**src/rtl/sd_card_cmd_responder.sv**
```systemverilog
// Card-side SD CMD line endpoint: receives 48-bit host commands bit-serially,
// decodes index/argument, and answers with a 48-bit R1-format response.
// Optional feature macro: SD_CMD_CRC_CHECK_EN (reject commands with a bad CRC7).
module sd_card_cmd_responder #(
    parameter int unsigned RESP_DELAY = 2  // N_CR, legal range 2..64
) (
    input  logic        CLK,
    input  logic        RESET,
    input  logic        cmd_in,
    input  logic        resp_en,
    input  logic [31:0] resp_status,
    output logic        cmd_out,
    output logic        cmd_oe,
    output logic        cmd_valid,
    output logic [5:0]  cmd_index,
    output logic [31:0] cmd_arg,
    output logic        crc_err
);

    typedef enum logic [2:0] {StIdle, StRx, StCheck, StWait, StTx} state_t;

    localparam logic [6:0] WaitLast = 7'(RESP_DELAY - 1);

    state_t      state_q;
    logic [5:0]  bit_cnt_q;   // command bits received so far, start bit included
    logic [44:0] rx_sreg_q;   // last 45 bits received: ends up as frame bits 45..1
    logic [6:0]  crc_q;       // shared by RX check and TX generation
    logic        frame_ok_q;
    logic [39:0] tx_data_q;   // response bits 47..8, shifted out MSB first
    logic [6:0]  wait_cnt_q;
    logic [5:0]  tx_cnt_q;    // response bits already driven

    logic crc_match;
    logic frame_good;

    // One serial step of CRC7, generator x^7 + x^3 + 1.
    function automatic logic [6:0] crc7_step(input logic [6:0] crc, input logic b);
        logic fb;
        fb = crc[6] ^ b;
        return {crc[5:0], 1'b0} ^ {3'b000, fb, 2'b00, fb};
    endfunction

    // Valid while the end bit is on cmd_in: rx_sreg_q[6:0] holds the received CRC.
    assign crc_match = (crc_q == rx_sreg_q[6:0]);

`ifdef SD_CMD_CRC_CHECK_EN
    assign frame_good = crc_match;
`else
    logic unused_crc_match;
    assign frame_good       = 1'b1;
    assign unused_crc_match = crc_match;
    assign crc_err          = 1'b0;
`endif

    // Command receive / response transmit FSM with registered outputs.
    always_ff @(posedge CLK or negedge RESET) begin
        if (!RESET) begin
            state_q    <= StIdle;
            bit_cnt_q  <= '0;
            rx_sreg_q  <= '0;
            crc_q      <= '0;
            frame_ok_q <= 1'b0;
            tx_data_q  <= '0;
            wait_cnt_q <= '0;
            tx_cnt_q   <= '0;
            cmd_out    <= 1'b1;
            cmd_oe     <= 1'b0;
            cmd_valid  <= 1'b0;
            cmd_index  <= '0;
            cmd_arg    <= '0;
`ifdef SD_CMD_CRC_CHECK_EN
            crc_err    <= 1'b0;
`endif
        end else begin
            cmd_valid <= 1'b0;
`ifdef SD_CMD_CRC_CHECK_EN
            crc_err   <= 1'b0;
`endif
            case (state_q)
                StIdle: begin
                    if (!cmd_in) begin
                        state_q   <= StRx;
                        bit_cnt_q <= 6'd1;
                        crc_q     <= '0;  // CRC of the leading zero start bit is zero
                    end
                end
                StRx: begin
                    rx_sreg_q <= {rx_sreg_q[43:0], cmd_in};
                    bit_cnt_q <= bit_cnt_q + 6'd1;
                    if (bit_cnt_q < 6'd40) begin
                        crc_q <= crc7_step(crc_q, cmd_in);
                    end
                    if (bit_cnt_q == 6'd1 && !cmd_in) begin
                        // Transmission bit 0: another card's response on the bus.
                        state_q <= StIdle;
                    end else if (bit_cnt_q == 6'd47) begin
                        if (!cmd_in) begin
                            state_q <= StIdle;  // framing error, silently dropped
                        end else begin
                            state_q    <= StCheck;
                            frame_ok_q <= frame_good;
                            cmd_valid  <= frame_good;
`ifdef SD_CMD_CRC_CHECK_EN
                            crc_err    <= !frame_good;
`endif
                            if (frame_good) begin
                                cmd_index <= rx_sreg_q[44:39];
                                cmd_arg   <= rx_sreg_q[38:7];
                            end
                        end
                    end
                end
                StCheck: begin
                    tx_data_q  <= {2'b00, cmd_index, resp_status};
                    wait_cnt_q <= '0;
                    state_q    <= (frame_ok_q && resp_en) ? StWait : StIdle;
                end
                StWait: begin
                    if (wait_cnt_q == WaitLast) begin
                        // Drive the start bit on the same edge that enters TX.
                        state_q   <= StTx;
                        cmd_oe    <= 1'b1;
                        cmd_out   <= tx_data_q[39];
                        crc_q     <= crc7_step(7'd0, tx_data_q[39]);
                        tx_data_q <= {tx_data_q[38:0], 1'b0};
                        tx_cnt_q  <= 6'd1;
                    end else begin
                        wait_cnt_q <= wait_cnt_q + 7'd1;
                    end
                end
                StTx: begin
                    tx_cnt_q <= tx_cnt_q + 6'd1;
                    if (tx_cnt_q < 6'd40) begin
                        cmd_out   <= tx_data_q[39];
                        crc_q     <= crc7_step(crc_q, tx_data_q[39]);
                        tx_data_q <= {tx_data_q[38:0], 1'b0};
                    end else if (tx_cnt_q < 6'd47) begin
                        cmd_out <= crc_q[6];
                        crc_q   <= {crc_q[5:0], 1'b0};
                    end else if (tx_cnt_q == 6'd47) begin
                        cmd_out <= 1'b1;  // end bit
                    end else begin
                        cmd_oe  <= 1'b0;
                        cmd_out <= 1'b1;
                        state_q <= StIdle;
                    end
                end
                default: state_q <= StIdle;
            endcase
        end
    end

endmodule

```
**config.mk**
```make
export PLATFORM = sky130hd
export DESIGN_NAME = sd_card_cmd_responder
export DESIGN_NICKNAME = d
export VERILOG_FILES = /design/src/rtl/sd_card_cmd_responder.sv
export SDC_FILE = /design/constraint.sdc
export NUM_CORES = 1
export LEC_CHECK = 0
export BUFFER_PORTS_ARGS = -buffer_cell sky130_fd_sc_hd__buf_2
export CAP_MARGIN = 20
export CELL_PAD_IN_SITES_DETAIL_PLACEMENT = 0
export CELL_PAD_IN_SITES_GLOBAL_PLACEMENT = 1
export CORE_MARGIN = 2
export CORE_UTILIZATION = 47
export CTS_BUF_LIST = sky130_fd_sc_hd__clkbuf_2 sky130_fd_sc_hd__clkbuf_4 sky130_fd_sc_hd__clkbuf_8
export DETAILED_ROUTE_END_ITERATION = 10
export GPL_TIMING_DRIVEN = 0
export PLACE_DENSITY_LB_ADDON = 0.12
export SETUP_SLACK_MARGIN = 0.3
export SLEW_MARGIN = 20
export SYNTH_ARGS = -nofsm -noshare
export SYNTH_HDL_FRONTEND = slang
export SYNTH_SLANG_ARGS = --single-unit
```
**constraint.sdc**
```tcl
create_clock -name CLK -period 2.43 [get_ports CLK]
set_clock_uncertainty 0.2 [all_clocks]
set_input_delay 0.1215 -clock CLK [delete_from_list [all_inputs] [get_ports CLK]]
set_output_delay 0.1215 -clock CLK [all_outputs]
set_load 0.03 [all_outputs]
```
# Yosys cells after proc, flatten, opt, wreduce, memory -nomap -nowiden
# Index checks and enable logic that the tools add are counted.
# classes
reduce_logical	17
n_bitwise	5
magnitude_cmp	3
muxes	38
eq_ne	18
n_addsub	3
# op_table
cell	count
$pmux 40 s3	1
$mux 40	2
$mux 7	6
$pmux 7 s4	1
$pmux 6 s2	2
$mux 3	7
$lt 6x6->1 const B	3
$ne 2x2->1 const B	8
$pmux 3 s5	1
$pmux 7 s2	1
$xor 7x4->7	2
$add 6x1->6 const B	2
$eq 6x6->1 const B	2
$mux 6	2
$mux 1	11
$reduce_and 5->1	2
$add 7x1->7 const B	1
$eq 7x1->1 const B	1
$eq 3x2->1 const B	2
$eq 6x1->1 const B	1
$ne 3x3->1 const B	2
$reduce_and 2->1	3
$reduce_and 6->1	1
$reduce_bool 2->1	3
other kinds (13)	17
# totals
ff_bits	156
output_inout_bits	42

# Depth between registers and ports, before layout
# logic_depth
word_depth	5
mapped_depth	9
ltp_nobuf	7

# Worst setup path after synthesis
# No wires, ideal clock.
# synth_timing
path_kind	reg2reg
startpoint	register wait_cnt_q[3]
endpoint	register crc_q[0]
period_less_slack_ps	2064
path_buffers	0
path_stages_with_launch	6
path_slack_ps	366
arrival_ps	1739
setup_ps	125
cell_sequence	dfrtp_1 > or4_4 > or2_4 > nand2_4 > nand4_4 > mux2_4
# synth_between
elab_chain_len	3
# synth_rtl
element	line	text
from (decl)	30	logic [6:0] wait_cnt_q;
from (signal assigned)	128	wait_cnt_q <= wait_cnt_q + 7'd1;
$eq 7x1->1	119	if (wait_cnt_q == WaitLast) begin
$ne 2x2->1 (no source line)	-	
$reduce_and 5->1 (no source line)	-	
to (signal assigned)	124	crc_q <= crc7_step(7'd0, tx_data_q[39]);
to (signal assigned)	135	crc_q <= crc7_step(crc_q, tx_data_q[39]);
to (signal assigned)	139	crc_q <= {crc_q[5:0], 1'b0};
to (decl)	27	logic [6:0] crc_q;
# No other way between the ends.
# A chain may end at the register's enable or synchronous reset.

# Worst setup path after layout
# layout_timing
startpoint	register wait_cnt_q[4]
endpoint	register crc_q[0]
# Same word-level chain as after synthesis.

==> reports/results.ini <==
[setup_path]
cp_max_fo=5
cp-start-kind=flop
critPathArrivalTime_ns=2.21
crit_path_end_kind=flop
required_ns=2.57
critPathKind=flop to flop

[routing]
detail-route-antenna-nets=0
wl_um=13500
drtIter0Drc=293
first_pass_iters=6
vias=4930
wl_per_cell_um=13.8
route.detailed.drc=0
vias_per_cell=5.04

[finish]
fillCellCount=1179
seq_area_mm2=0.00391
area_growth_pct=24.3
drive_above_1_share_pct=20.6
fin_nets=826
instances_no_fill=978
multi_input_area_mm2=0.00264
diodes=0

[global_routing]
grt_max_degree=92
gr-usage-met1_pct=25.2
grt_util_met2_pct=30.6
grt_pass1_wl_um=22800
grtUsageMet3_pct=5.04
grt_pass1_vias=4863
busiest_layer=met2
track_usage_pct=19.1
antenna_found_initial=0
gr-total-overflow=0

[synthesis]
synthTopCellsByCount=nand2_1 (166), dfrtp_1 (155), nor2_1 (58), mux2i_1 (47), a21oi_1 (41)
syn_inst=645
synth_top_cell_area_share_pct=57.6
yosysMostFrequentCell=nand2_1
yosysSeqAreaShare_pct=58.0
synthFlopType=dfrtp_1
ys.warnings.count=0
ys_ff_latch=156
synth_area_per_cell_um2=10.4
synth_top_cell_by_area=dfrtp_1
yosysUniqueCellTypes=49
synth_edf_count=0
syn-cell-area_mm2=0.00673
synth_fp_nets=686
synth_area_leaders=dfrtp_1 (58%), nand2_1 (9.3%), mux2i_1 (7.0%), mux2_1 (6.4%), nor2_1 (3.2%)
async_flop_share_pct=100

[timing]
period_minus_slack_ns=2.07
max_freq_ghz=0.482
fin_setup_tns_ns=0
worst_pin_slew_ns=0.512
finalSetupViolations=0
hold_violations=0
period_share_pct=85.3
rsz0062_at_grt=yes
slew_viol_final=0
slew_headroom_pct=65.8

[power_and_ir_drop]
p_sw_mw=1.02
power.density_mw_per_mm2=549
p_total_mw=4.59
power.internal_mw=3.57
seqPwrFrac_pct=56.5
leakage_nw=4.61
ir_drop_uv=277
p_clk_share_pct=40.5
swShare_pct=22.2
p_comb_share_pct=3.0

[place]
dp_cells=901
place_congestion=0.745
dp.final_hpwl_um=8850
portBuffers=75

[die]
rows=43
core_mm2=0.0139
die_area_mm2=0.0153
die_w_um=124
io_pins=78
start_util_pct=48.3
dieHeight_um=124

[min_path]
min_path_type=input pin to asynchronous set/reset pin

[flow_run]
drv_cap=0

[clock_network]
path_clk_slew_ns=0.08
root_buffer=clkbuf_8
cts_sinks=156
cts_buffer_depth=2
clock_latency_ns=0.45
cts_buffers=17
htreeDepth=4
cts_tree=yes

[status]
outcome=complete, no violations

-- timing repair --
item | 4_1_cts | 5_1_grt
buffers inserted | 4 | 6
gates resized for setup | 27 | 39
endpoints found under the hold margin | 191 | 0
hold buffers | 35 | 0
endpoints found under the setup margin | 87 | 134
gates cloned | 0 | 0
pin swaps | 1 | 3
-- layout by cell type (no fill, tap or decap), types with 3 or more instances in the layout --
master,n
clkbuf_8,20
clkinvlp_4,3
nand2_1,166
nand3_1,5
dlygate4sd3_1,35
o21ai_0,9
xor2_1,5
mux2i_1,46
nor2_1,56
buf_6,4
nand2b_1,3
clkbuf_1,6
inv_1,13
ha_1,4
nand4_1,4
dfrtp_1,154
a22o_1,4
clkbuf_2,5
mux2_1,38
o21ai_1,18
a21oi_1,41
buf_8,9
xnor2_1,3
clkbuf_4,6
buf_4,14
buf_2,78
-- layout make-up --
cell class | count | share of cell area, %
multi-input cells | 440 | 31.5
plain buffers | 36 | 3.96
inverters | 13 | 0.583
well taps | 180 | 2.69
clock buffers | 23 | 3.48
repair buffers | 121 | 10.0
flip-flops and latches | 156 | 46.7
clock inverters | 9 | 1.06
-- sequential cells by signal (all words and copies together), names as in the netlist, 3 cells and up --
name and cells:
crc_q 7, state_q 3, bit_cnt_q 6, rx_sreg_q 45
tx_data_q 40, cmd_index 6, cmd_arg 32, wait_cnt_q 7
tx_cnt_q 6
-- stage by stage --
stage               util, %  worst slack, ns  cell area, um2  hold slack (ns)
CTS                    59.0            0.302            8230           0.0124
finish                 60.0            0.357            8370           0.0113
floorplan                 -            0.366            6730           -0.374
global placement       52.6            -1.28            7330            0.218
detailed placement     52.9        -0.000366            7370          -0.0917
global route           60.0            0.283            8370           0.0473
-- critical path, cell delays in order, from the launching register on --
cell and delay (ns):
dfrtp_1 0.42, or4_4 0.54, or2_4 0.27, nand2_4 0.09, nand4_4 0.12, mux2_4 0.32
-- metal layers --
metal,vias up,wire length (um)
li1,2431,-
met1,2398,6330
met2,91,6580
met3,10,488
met4,0,130
met5,-,0
-- cells by family (layout without fill, tap and decap cells) --
| logic type | Yosys count | in the layout | synth area share (%) |
|---|---|---|---|
| simple gates | 256 | 256 | 16.0 |
| flops | 156 | 156 | 58.0 |
| mux | 86 | 86 | 13.6 |
| compound gates | 84 | 84 | 6.92 |
| buf+inv | 49 | 202 | 3.46 |
| xor+xnor | 8 | 8 | 1.04 |
| fa+ha+maj | 5 | 5 | 0.930 |
| other cells | 1 | 1 | 0.0557 |
-- path summary, 6_finish.rpt --
path / start / endpoint / slack [ns] / cells after the start
setup / recovery: wait_cnt_q[4] / crc_q[0] / 0.36 / 5
hold / removal: RESET / crc_q[0] / 0.01 / 2
setup reg to reg: wait_cnt_q[4] / crc_q[0] / 0.36 / 5
hold reg to reg: cmd_out / cmd_out / 0.27 / 2
max in group asynchronous: RESET / bit_cnt_q[0] / 1.19 / 3
min in group CLK: cmd_out / cmd_out / 0.27 / 2
-- power by group through the flow --
stage                     logic, mW  registers (mW)  clock network (mW)
after floorplan             0.00829            2.65                   0
after global routing          0.156            2.59                2.03
after global placement       0.0882            2.65                   0
after detailed placement     0.0969            2.65                   0
final                         0.137            2.59                1.86
after CTS                     0.141            2.59                1.92
Note: power is estimated with default switching activity, not from simulation.
